<file path="src/rtl/ili9341_init_seq.sv">
// ili9341_init_seq
// Power-on sequencer for an ILI9341 panel. On start it pulses the panel
// hardware reset, waits out the reset recovery time, then walks a fixed
// 16-entry command ROM. CMD/DAT bytes go to the SPI byte serializer over a
// valid/ready handshake; DLY entries insert N * DELAY_UNIT_CYC idle cycles.
// When the END entry is reached, done is raised so the pixel stage can take
// over the bus.
//
// Ports:
//   sysclk    in   system clock, all logic on posedge
//   rst_n     in   asynchronous active-low reset
//   start     in   single-cycle run request, honoured in IDLE or DONE
//   busy      out  high while the sequence is running
//   done      out  sticky completion flag, cleared by the next accepted start
//   tft_rst   out  panel hardware reset, active low
//   tx_valid  out  byte available to the serializer
//   tx_ready  in   serializer accepts the byte
//   tx_data   out  byte to send
//   tx_dc     out  0 = command, 1 = data
//
// state    | meaning
// ---------+---------------------------------------------------------
// IDLE     | waiting for start after reset
// RST_LOW  | tft_rst held low for RST_LOW_CYC cycles
// RST_WAIT | tft_rst released, waiting RST_WAIT_CYC cycles
// FETCH    | decode ROM[index]
// SEND     | byte presented, waiting for tx_ready
// DELAY    | N units of DELAY_UNIT_CYC cycles each
// DONE     | sequence complete, done held high

module ili9341_init_seq #(
   parameter int RST_LOW_CYC    = 120,
   parameter int RST_WAIT_CYC   = 60000,
   parameter int DELAY_UNIT_CYC = 12000
) (
   input  logic       sysclk,
   input  logic       rst_n,
   input  logic       start,
   output logic       busy,
   output logic       done,
   output logic       tft_rst,
   output logic       tx_valid,
   input  logic       tx_ready,
   output logic [7:0] tx_data,
   output logic       tx_dc
);

   // One counter serves both reset phases, so it is sized for the longer one.
   localparam int RC_MAX = (RST_LOW_CYC > RST_WAIT_CYC) ? RST_LOW_CYC : RST_WAIT_CYC;
   localparam int CNT_W  = (RC_MAX > 1) ? $clog2(RC_MAX) : 1;
   localparam int UNIT_W = (DELAY_UNIT_CYC > 1) ? $clog2(DELAY_UNIT_CYC) : 1;

   localparam logic [CNT_W-1:0]  LOW_LAST  = CNT_W'(RST_LOW_CYC - 1);
   localparam logic [CNT_W-1:0]  WAIT_LAST = CNT_W'(RST_WAIT_CYC - 1);
   localparam logic [UNIT_W-1:0] UNIT_LAST = UNIT_W'(DELAY_UNIT_CYC - 1);

   localparam logic [1:0] T_CMD = 2'd0;
   localparam logic [1:0] T_DAT = 2'd1;
   localparam logic [1:0] T_DLY = 2'd2;
   localparam logic [1:0] T_END = 2'd3;

   typedef enum logic [2:0] {
      S_IDLE,
      S_RST_LOW,
      S_RST_WAIT,
      S_FETCH,
      S_SEND,
      S_DELAY,
      S_DONE
   } state_t;

   state_t            state;
   logic [3:0]        idx;
   logic [CNT_W-1:0]  cnt;
   logic [UNIT_W-1:0] unit_cnt;
   logic [7:0]        unit_num;
   logic [7:0]        unit_last;
   logic [9:0]        rom_entry;
   logic [1:0]        rom_type;
   logic [7:0]        rom_byte;

   always_comb begin
      rom_entry = {T_END, 8'h00};
      case (idx)
         4'd0:    rom_entry = {T_CMD, 8'h01};
         4'd1:    rom_entry = {T_DLY, 8'd5};
         4'd2:    rom_entry = {T_CMD, 8'h11};
         4'd3:    rom_entry = {T_DLY, 8'd120};
         4'd4:    rom_entry = {T_CMD, 8'h3A};
         4'd5:    rom_entry = {T_DAT, 8'h55};
         4'd6:    rom_entry = {T_CMD, 8'h36};
         4'd7:    rom_entry = {T_DAT, 8'h48};
         4'd8:    rom_entry = {T_CMD, 8'h29};
         default: rom_entry = {T_END, 8'h00};
      endcase
   end

   assign rom_type = rom_entry[9:8];
   assign rom_byte = rom_entry[7:0];

   always_ff @(posedge sysclk or negedge rst_n) begin
      if (!rst_n) begin
         state     <= S_IDLE;
         idx       <= 4'd0;
         cnt       <= '0;
         unit_cnt  <= '0;
         unit_num  <= 8'd0;
         unit_last <= 8'd0;
         busy      <= 1'b0;
         done      <= 1'b0;
         tft_rst   <= 1'b1;
         tx_valid  <= 1'b0;
         tx_data   <= 8'h00;
         tx_dc     <= 1'b0;
      end else begin
         case (state)
            S_IDLE, S_DONE: begin
               if (start) begin
                  state   <= S_RST_LOW;
                  idx     <= 4'd0;
                  cnt     <= '0;
                  done    <= 1'b0;
                  busy    <= 1'b1;
                  tft_rst <= 1'b0;
               end
            end
            S_RST_LOW: begin
               if (cnt == LOW_LAST) begin
                  state   <= S_RST_WAIT;
                  cnt     <= '0;
                  tft_rst <= 1'b1;
               end else begin
                  cnt <= cnt + 1'b1;
               end
            end
            S_RST_WAIT: begin
               if (cnt == WAIT_LAST) begin
                  state <= S_FETCH;
                  cnt   <= '0;
               end else begin
                  cnt <= cnt + 1'b1;
               end
            end
            S_FETCH: begin
               case (rom_type)
                  T_CMD, T_DAT: begin
                     state    <= S_SEND;
                     tx_valid <= 1'b1;
                     tx_data  <= rom_byte;
                     tx_dc    <= (rom_type == T_DAT);
                  end
                  T_DLY: begin
                     if (rom_byte == 8'd0) begin
                        idx <= idx + 4'd1;
                     end else begin
                        state     <= S_DELAY;
                        unit_cnt  <= '0;
                        unit_num  <= 8'd0;
                        // Store N-1 so the unit compare needs no subtractor.
                        unit_last <= rom_byte - 8'd1;
                     end
                  end
                  default: begin
                     state <= S_DONE;
                     done  <= 1'b1;
                     busy  <= 1'b0;
                  end
               endcase
            end
            S_SEND: begin
               if (tx_ready) begin
                  state    <= S_FETCH;
                  tx_valid <= 1'b0;
                  idx      <= idx + 4'd1;
               end
            end
            S_DELAY: begin
               // Nested counters avoid forming N * DELAY_UNIT_CYC.
               if (unit_cnt == UNIT_LAST) begin
                  unit_cnt <= '0;
                  if (unit_num == unit_last) begin
                     state <= S_FETCH;
                     idx   <= idx + 4'd1;
                  end else begin
                     unit_num <= unit_num + 8'd1;
                  end
               end else begin
                  unit_cnt <= unit_cnt + 1'b1;
               end
            end
            default: state <= S_IDLE;
         endcase
      end
   end

endmodule

</file>
<file path="config.mk">
export PLATFORM = sky130hd
export DESIGN_NAME = ili9341_init_seq
export DESIGN_NICKNAME = d
export VERILOG_FILES = /design/src/rtl/ili9341_init_seq.sv
export SDC_FILE = /design/constraint.sdc
export NUM_CORES = 1
export LEC_CHECK = 0
export CAP_MARGIN = 20
export CELL_PAD_IN_SITES_DETAIL_PLACEMENT = 0
export CELL_PAD_IN_SITES_GLOBAL_PLACEMENT = 2
export CORE_UTILIZATION = 25
export CTS_CLUSTER_DIAMETER = 80
export DETAILED_ROUTE_END_ITERATION = 16
export PLACE_DENSITY = 0.53
export SKIP_LAST_GASP = 1
export SLEW_MARGIN = 20
export SYNTH_ARGS = -nofsm -noshare
export SYNTH_HDL_FRONTEND = slang
export SYNTH_SLANG_ARGS = --single-unit
</file>
<file path="constraint.sdc">
create_clock -name sysclk -period 3.57 [get_ports sysclk]
set_input_delay 0.357 -clock sysclk [delete_from_list [all_inputs] [get_ports sysclk]]
set_output_delay 0.357 -clock sysclk [all_outputs]
set_load 0.05 [all_outputs]
</file>
# Word level (Yosys, flattened, before mapping)
# Memory sizes are Yosys's and may differ from the RTL's.
# Index checks and enable logic that the tools add are counted.
totals:
  ff_bits: 66
  romBits: 144
  inputBits: 4
  out_inout_bits: 13
  wordCells: 106
  n_memories: 1
classes:
  add_sub_neg: 5
  eq_ne: 25
  mux: 40
  bitwise: 1
  n_reduce_logical: 22
memory_table:
  columns: ["name", "depth", "word_bits", "read_ports", "rd_clocked_by_memory_dff", "wr", "line", "source"]
  rows:
  - ["(no name shown)", 16, 9, 1, 0, 0, "84", "case (idx)"]
ops:
  columns: ["operator", "count"]
  rows:
  - ["16-bit two-way mux", 3]
  - ["16-bit one-hot mux with 3 select lines", 1]
  - ["14-bit two-way mux", 3]
  - ["8-bit two-way mux", 4]
  - ["14-bit one-hot mux with 2 select lines", 1]
  - ["4-bit two-way mux", 6]
  - ["2-bit != test, second input constant", 11]
  - ["3-bit two-way mux", 7]
  - ["3-bit one-hot mux with 6 select lines", 1]
  - ["16-bit by 1-bit adder with 16-bit output, second input constant", 1]
  - ["16-bit equality test, second input constant", 1]
  - ["16-bit by 7-bit equality test with 1-bit output, second input constant", 1]
  - ["4-bit one-hot mux with 4 select lines", 1]
  - ["8-bit one-hot mux with 2 select lines", 1]
  - ["3-bit AND reduction", 5]
  - ["14-bit by 1-bit adder with 14-bit output, second input constant", 1]
  - ["14-bit equality test, second input constant", 1]
  - ["7-bit AND reduction", 2]
  - ["3-bit equality test, second input constant", 3]
  - ["8-bit by 1-bit adder with 8-bit output, second input constant", 1]
  - ["8-bit equality test", 1]
  - ["8-bit logical NOT", 1]
  - ["1-bit one-hot mux with 2 select lines", 4]
  - ["2-bit nonzero test", 4]
  - ["other kinds (19)", 28]

# Logic depth before layout (Yosys ltp)
# Gate-level depths: netlist of the first run.
# An unclocked memory read counts as a cell.
logic_depth:
  depth_word: 5
  depth_mapped: 13
  depth_no_buf: 11

# Least setup slack after synthesis of the first run
# OpenSTA, ideal clock, no wires.
synth_timing:
  path_type: "register -> register"
  start: "register idx[0]"
  end: "register unit_num[0]"
  setup_ns: 0.125
  t_arrival_ns: 2.518
  required_time_ns: 3.445
  slack_ns: 0.927
  path_stages_with_launch: 14
  n_path_buf: 2
  synth_period_minus_slack_ns: 2.643
  cell_sequence: "dfrtp_1 buf_2 inv_1 ha_1 nand2_2 o21ai_0 a21oi_1 ha_1 inv_1 nor3_1 a211o_1 or3_1 buf_6 mux2_4"
synth_between:
  elab_chain_len: 4
  elab_cells_between_ends: 6
  cone_classes: "eq/ne (3); reduce/logical (2); memory (1)"
synth_rtl:
  columns: ["element", "line", "source"]
  rows:
  - ["from (decl)", "73", "logic [3:0] idx;"]
  - ["from (signal assigned)", "154", "idx <= idx + 4'd1;"]
  - ["from (signal assigned)", "174", "idx <= idx + 4'd1;"]
  - ["from (signal assigned)", "183", "idx <= idx + 4'd1;"]
  - ["memory read 16 x 9 bit *", null, null]
  - ["8-bit logical NOT / 2-bit equality test (equally long branches)", "153, 145", null]
  - ["2-bit != test (no line)", null, null]
  - ["5-bit AND reduction (no line) *", null, null]
  - ["to (signal assigned)", "185", "unit_num <= unit_num + 8'd1;"]
  - ["to (decl)", "76", "logic [7:0] unit_num;"]
# Mark *: on every way between the ends. The rest lies on a longest branch, timed or not.
# A chain may end at the register's enable or synchronous reset.

# Worst setup path in the final report of the first run
layout_timing:
  start: "register idx[1]"
  end: "register unit_num[0]"
# The elaborated chain is that of the path after synthesis.

==> run_results.csv, run 1 <==
group,metric,value,unit
run_status,status,"finished clean",
timing,setup_viol,0,
final_layout,nNetsFinal,433,
global_route,grt_max_degree,43,
floorplan,io_pins,17,
timing,rsz0062_at_grt,"false",
clock_tree,cts_made_buffers,9,
route,ant_nets,0,
place,port_buffers,15,
route,drtIter0Drc,195,
synth,synth_common_cells,"dfrtp_1, o21ai_0, nand2_1, nor2_1, nand3_1",
synth,yosys.area.top_type_share,43.4,%
clock_tree,holdBufCountCts,0,
synth,async_reset_ff_share,100,%
route,vias,2914,
critical_path,crit_end,"unit_num[0]",
synth,synthesis.area,0.00369,mm^2
global_route,grt_pass1_wl,15900,um
timing,fin_crit,2810,ps
critical_path,cp.arrival,3040,ps
critical_path,reg2regPathDepth,11,
clock_tree,cts_tree,"built",
floorplan,fp.dieW,123,um
final_layout,antenna_cells,0,
critical_path,endpoint_kind,"register",
timing,fin_setup_tns,0,ps
timing,finalClockSkew,6.82,ps
route,route.detailed.drc,0,
final_layout,area_growth,18.3,%
route,drt_wl_total,9540,um
synth,synthFlopType,"dfrtp_1",
synth,yosysMostFrequentCell,"dfrtp_1",
final_layout,nFillCells,1546,
synth,syn_nets,416,
critical_path,crit_fanout,8,
synth,synth_cells,403,
global_route,gr-total-overflow,0,
synth,synth.largest_area_cell,"dfrtp_1",
timing,fmax,356,MHz
place,gp_congestion,0.757,
synth,avgSynthCellArea,9.15,um^2
synth,synth_edf_count,0,
floorplan,dieArea,0.0152,mm^2
critical_path,timing.rr.start,"idx[1]",
timing,slew_headroom,56.7,%
floorplan,core.rowCount,44,
critical_path,cp-startpoint,"idx[1]",
clock_tree,root_buffer,"clkbuf_16",
global_route,antenna_found_initial,0,
floorplan,core_area,0.0145,mm^2
timing,tightest_slew,646,ps
pwr,p_total,3.53,mW
pwr,cellPowerDensity,810,mW/mm^2
clock_tree,clk_latency,340,ps
clock_tree,clock-sinks,65,
floorplan,start_util,25.5,%
critical_path,reg2reg_slack,760,ps
route,wire_per_inst,15.7,um
synth,synth_seq_area_share,44.2,%
timing,period_share,78.8,%
place,hpwl,6650,um
clock_tree,cts.repair.resized,0,
flow_run,max_cap_viol_count,0,
floorplan,dieHeight,123,um
clock_tree,htreeDepth,3,
timing,finalHoldViolCount,0,
clock_tree,clockBufferDepth,2,
synth,synthTopCellsByArea,"dfrtp_1, o21ai_0, nand2_1, nor2_1, ha_1",
final_layout,layout-drive-gt1-share,9.43,%
route,viasPerCell,4.79,
synth,synth.distinct_cells,61,
global_route,grt_pass1_vias,2959,
clock_tree,postCtsSetupBuffers,0,
hold_path,hp-class,"input pin to asynchronous set/reset pin",
critical_path,r2r_end,"unit_num[0]",
global_route,globalRouteTotalUtil,14.1,%
synth,yosys_warnings,0,
pwr,ir_drop,0.330,mV
critical_path,cp-start-kind,"register",
critical_path,required,3790,ps
route,dr.pass1.iters,4,
synth,synth_seq_cells,65,
clock_tree,clk_pin_slew,60,ps
pwr,total_leakage_power,1.83,nW
timing,slew_viol_final,0,
critical_path,path_class,"register to register",
-- report_power, final --
| part | leakage, nW | switching, mW | internal (mW) |
|---|---|---|---|
| registers | 0.869 | 0.174 | 0.891 |
| clock network | 0.157 | 0.335 | 0.679 |
| logic | 0.806 | 0.899 | 0.553 |
| total | 1.83 | 1.41 | 2.12 |
-- final cells by class --
type	count	area, um^2	share of cell area (%)
Multi-Input combinational cell	308	1910	43.9
Sequential cell	65	1630	37.3
Clock buffer	12	236	5.42
Tap cell	184	230	5.28
Timing Repair Buffer	25	223	5.11
Clock inverter	3	90.1	2.07
Inverter	11	41.3	0.947
-- kinds of logic (layout without fill, tap and decap cells) --
| kind of cell | after synthesis | after routing | synth area share (%) |
|---|---|---|---|
| simple gates | 158 | 158 | 21.6 |
| compound gates | 105 | 105 | 18.1 |
| flops | 65 | 65 | 44.2 |
| buf+inv | 30 | 51 | 3.94 |
| xor+xnor | 22 | 22 | 5.23 |
| mux | 13 | 13 | 3.87 |
| fa+ha+maj | 9 | 9 | 3.06 |
| other cells | 1 | 1 | 0.102 |
-- metrics by stage --
stage | instances | hold slack (ps) | setup slack, ps | area [um^2] | utilization [%]
2_1_floorplan | 403 | 61.4 | 927 | 3690 | -
3_3_place_gp | 593 | 468 | 769 | 4030 | 27.9
3_5_place_dp | 593 | 477 | 764 | 4030 | 27.9
4_1_cts | 608 | 246 | 740 | 4360 | 30.1
5_1_grt | 608 | 78.9 | 523 | 4360 | 30.1
6_report | 608 | 20.6 | 757 | 4360 | 30.1
-- sequential cells by signal, summed over array words and instances, names as in the netlist --
signal / cells
busy: 1
cnt: 16
done: 1
idx: 4
state: 3
tft_rst: 1
tx_data: 7
tx_dc: 1
tx_valid: 1
unit_cnt: 14
unit_last: 8
unit_num: 8
-- worst min path at each step --
| stage | startpoint | to | slack [ps] | cells after the start |
|---|---|---|---|---|
| floorplan | rst_n | busy | 60 | 0 |
| global placement | tx_data[3] | tx_data[3] | 470 | 2 |
| detailed placement | tx_data[4] | tx_data[4] | 480 | 2 |
| CTS | rst_n | unit_num[6] | 250 | 1 |
| global route | rst_n | unit_num[0] | 80 | 1 |
| finish | rst_n | unit_num[6] | 20 | 1 |
-- routing by layer --
metal  vias to the layer above  global-route usage (%)  share of wire (%)
met5                         -                       0                  0
li1                       1473                       -                  -
met3                        13                    2.81                2.7
met1                      1398                    20.3                 54
met2                        30                    19.9                 41
met4                         0                    6.55                2.0
-- critical path, stage by stage (launching register included) --
cell and delay [ps]:
dfrtp_1 440, inv_1 130, ha_1 200, nand2_2 100
o21ai_0 110, a21oi_1 170, ha_1 240, inv_1 80
nor3_1 70, a211o_1 330, or3_1 510, mux2_4 310
-- cells in the final DEF (no fill, tap or decap), types with 10 or more instances in the layout --
| cell | synthesis | layout |
|---|---|---|
| dfrtp_1 | 64 | 64 |
| o21ai_0 | 51 | 51 |
| nand2_1 | 43 | 43 |
| nor2_1 | 36 | 36 |
| clkdlybuf4s50_1 | 0 | 14 |
| nand3_1 | 13 | 13 |
| nor3_1 | 12 | 12 |
| inv_1 | 11 | 11 |
| a21oi_1 | 11 | 11 |
| xnor2_1 | 11 | 11 |
| xor2_1 | 11 | 11 |
| buf_4 | 3 | 11 |
| nand4_1 | 10 | 10 |
Note: power is estimated with default switching activity, not from simulation.
==> run 2, diff against run 1 <==
clock period = 2.7 ns   (was 3.57 ns; I/O delays follow)
==> run_results.csv, run 2 (synthesized netlist as in run 1, its figures left out) <==
group,metric,value,unit
run_status,status,"finished clean",
final_layout,regMostFlops,"cnt",
route,ant_nets,0,
timing,slew_headroom,48.8,%
timing,period_share,92.7,%
timing,holdWs,3.09,ps
pwr,seqPwrFrac,29.6,%
global_route,grt_pass1_wl,16100,um
global_route,gr-total-overflow,0,
clock_tree,clk_latency,340,ps
pwr,intPower,2.73,mW
critical_path,required,2920,ps
timing,setup_viol,0,
clock_tree,cts_made_buffers,9,
critical_path,crit_path_frequent_cell,"inv_1",
pwr,p_clk_share,25.8,%
final_layout,area_growth,20.7,%
floorplan,io_pins,17,
final_layout,antenna_cells,0,
clock_tree,holdBufCountCts,0,
timing,finalClockSkew,5.47,ps
critical_path,path_class,"register to register",
critical_path,timing.rr.start,"idx[0]",
timing,setup_slack,198,ps
place,port_buffers,15,
global_route,grt_pass1_vias,2947,
floorplan,fp.dieW,123,um
timing,rsz0062_at_grt,"false",
timing,fin_setup_tns,0,ps
final_layout,largest_register_ffs,16,
final_layout,final_common_cell,"dfrtp_1",
timing,fin_crit,2500,ps
route,vias,2952,
critical_path,crit_path_cell_trace,"inv_1 > ha_2 > nand2_2 > o21ai_0 > a21oi_1 > ha_1 > inv_1 > nor3_1 > a211o_1 > or3_4 > mux2_4",
pwr,ir_drop,0.443,mV
critical_path,reg2regPathDepth,11,
critical_path,cp.arrival,2730,ps
floorplan,start_util,25.5,%
route,viasPerCell,4.75,
place,hpwl,6750,um
clock_tree,htreeDepth,3,
critical_path,cp-start-kind,"register",
final_layout,layout-drive-gt1-share,13.2,%
critical_path,r2r_end,"unit_num[0]",
clock_tree,root_buffer,"clkbuf_16",
critical_path,worst-path-stages,11,
timing,tightest_slew,769,ps
pwr,total_leakage_power,1.89,nW
route,drt_wl_total,9550,um
route,drtIter0Drc,199,
pwr,p_comb_share,44.6,%
final_layout,top_regs,"cnt x16, unit_cnt x14",
clock_tree,clock-sinks,65,
critical_path,path_buf_inv,2,
global_route,antenna_found_initial,0,
floorplan,core_area,0.0145,mm^2
clock_tree,clk_pin_slew,60,ps
critical_path,crit_slowest_cell,"or3_4",
floorplan,dieArea,0.0152,mm^2
pwr,switching_share,41.0,%
timing,finalHoldViolCount,0,
hold_path,hp-class,"input pin to asynchronous set/reset pin",
global_route,globalRouteTotalUtil,14.1,%
final_layout,final_cell_mix,"dfrtp_1, o21ai_0, nand2_1, nor2_1, buf_4",
final_layout,nNetsFinal,446,
route,dr.pass1.iters,4,
clock_tree,cts_tree,"built",
floorplan,dieHeight,123,um
flow_run,max_cap_viol_count,0,
pwr,cellPowerDensity,1040,mW/mm^2
critical_path,crit_family,"simple AND/OR/NAND/NOR gates",
route,wire_per_inst,15.4,um
timing,fmax,400,MHz
route,route.detailed.drc,0,
critical_path,crit_fanout,8,
pwr,p_switching,1.90,mW
critical_path,max_stage_delay,440,ps
clock_tree,clockBufferDepth,2,
floorplan,core.rowCount,44,
critical_path,endpoint_kind,"register",
place,dp_slack,74.9,ps
timing,slew_viol_final,0,
critical_path,reg2reg_slack,200,ps
global_route,grt_max_degree,36,
place,gp_congestion,0.732,
-- run 2: per-stage QoR --
step / total power [mW] / util (%) / std cells / cell area [um^2]
2_1_floorplan: 2.79 / - / 403 / 3690
3_3_place_gp: 3.47 / 28.6 / 605 / 4140
3_5_place_dp: 3.46 / 28.6 / 606 / 4140
4_1_cts: 4.70 / 30.7 / 622 / 4440
5_1_grt: 4.98 / 30.7 / 622 / 4450
6_report: 4.63 / 30.7 / 622 / 4450
-- run 2: power groups by stage --
stage | Clock [mW] | Sequential (mW) | Combinational, mW
floorplan | 0 | 1.53 | 1.26
global placement | 0 | 1.38 | 2.09
detailed placement | 0 | 1.39 | 2.07
CTS | 1.24 | 1.37 | 2.09
global route | 1.29 | 1.41 | 2.29
finish | 1.19 | 1.37 | 2.07
-- run 2: routing by layer --
| metal | part of all wire [%] | GRT usage, % |
|---|---|---|
| met5 | 0 | 0 |
| met4 | 1.0 | 3.84 |
| met3 | 3.0 | 5.12 |
| met2 | 43 | 20.4 |
| met1 | 53 | 19.7 |
-- run 2: worst max-delay path by stage --
stage / start / to / slack [ps]
6_report: idx[0] / unit_num[0] / 200
5_1_grt: idx[0] / unit_num[0] / 20
4_1_cts: idx[0] / unit_num[0] / 60
3_5_place_dp: idx[0] / unit_num[0] / 70
3_3_place_gp: idx[0] / unit_num[0] / 90
2_1_floorplan: idx[0] / unit_num[0] / 60
-- run 2: what timing repair did --
item                       4_1_cts  5_1_grt
gates resized for setup          0        2
setup endpoints to repair        0        7
setup buffers                    0        0
-- run 2: layout make-up --
type / instances / area, um^2
multi-input cells: 308 / 1920
inverters: 11 / 41.3
fillers: 1537 / 10000
clock inverters: 5 / 55.1
flip-flops and latches: 65 / 1630
clock buffers: 11 / 243
repair buffers: 38 / 330
well taps: 184 / 230
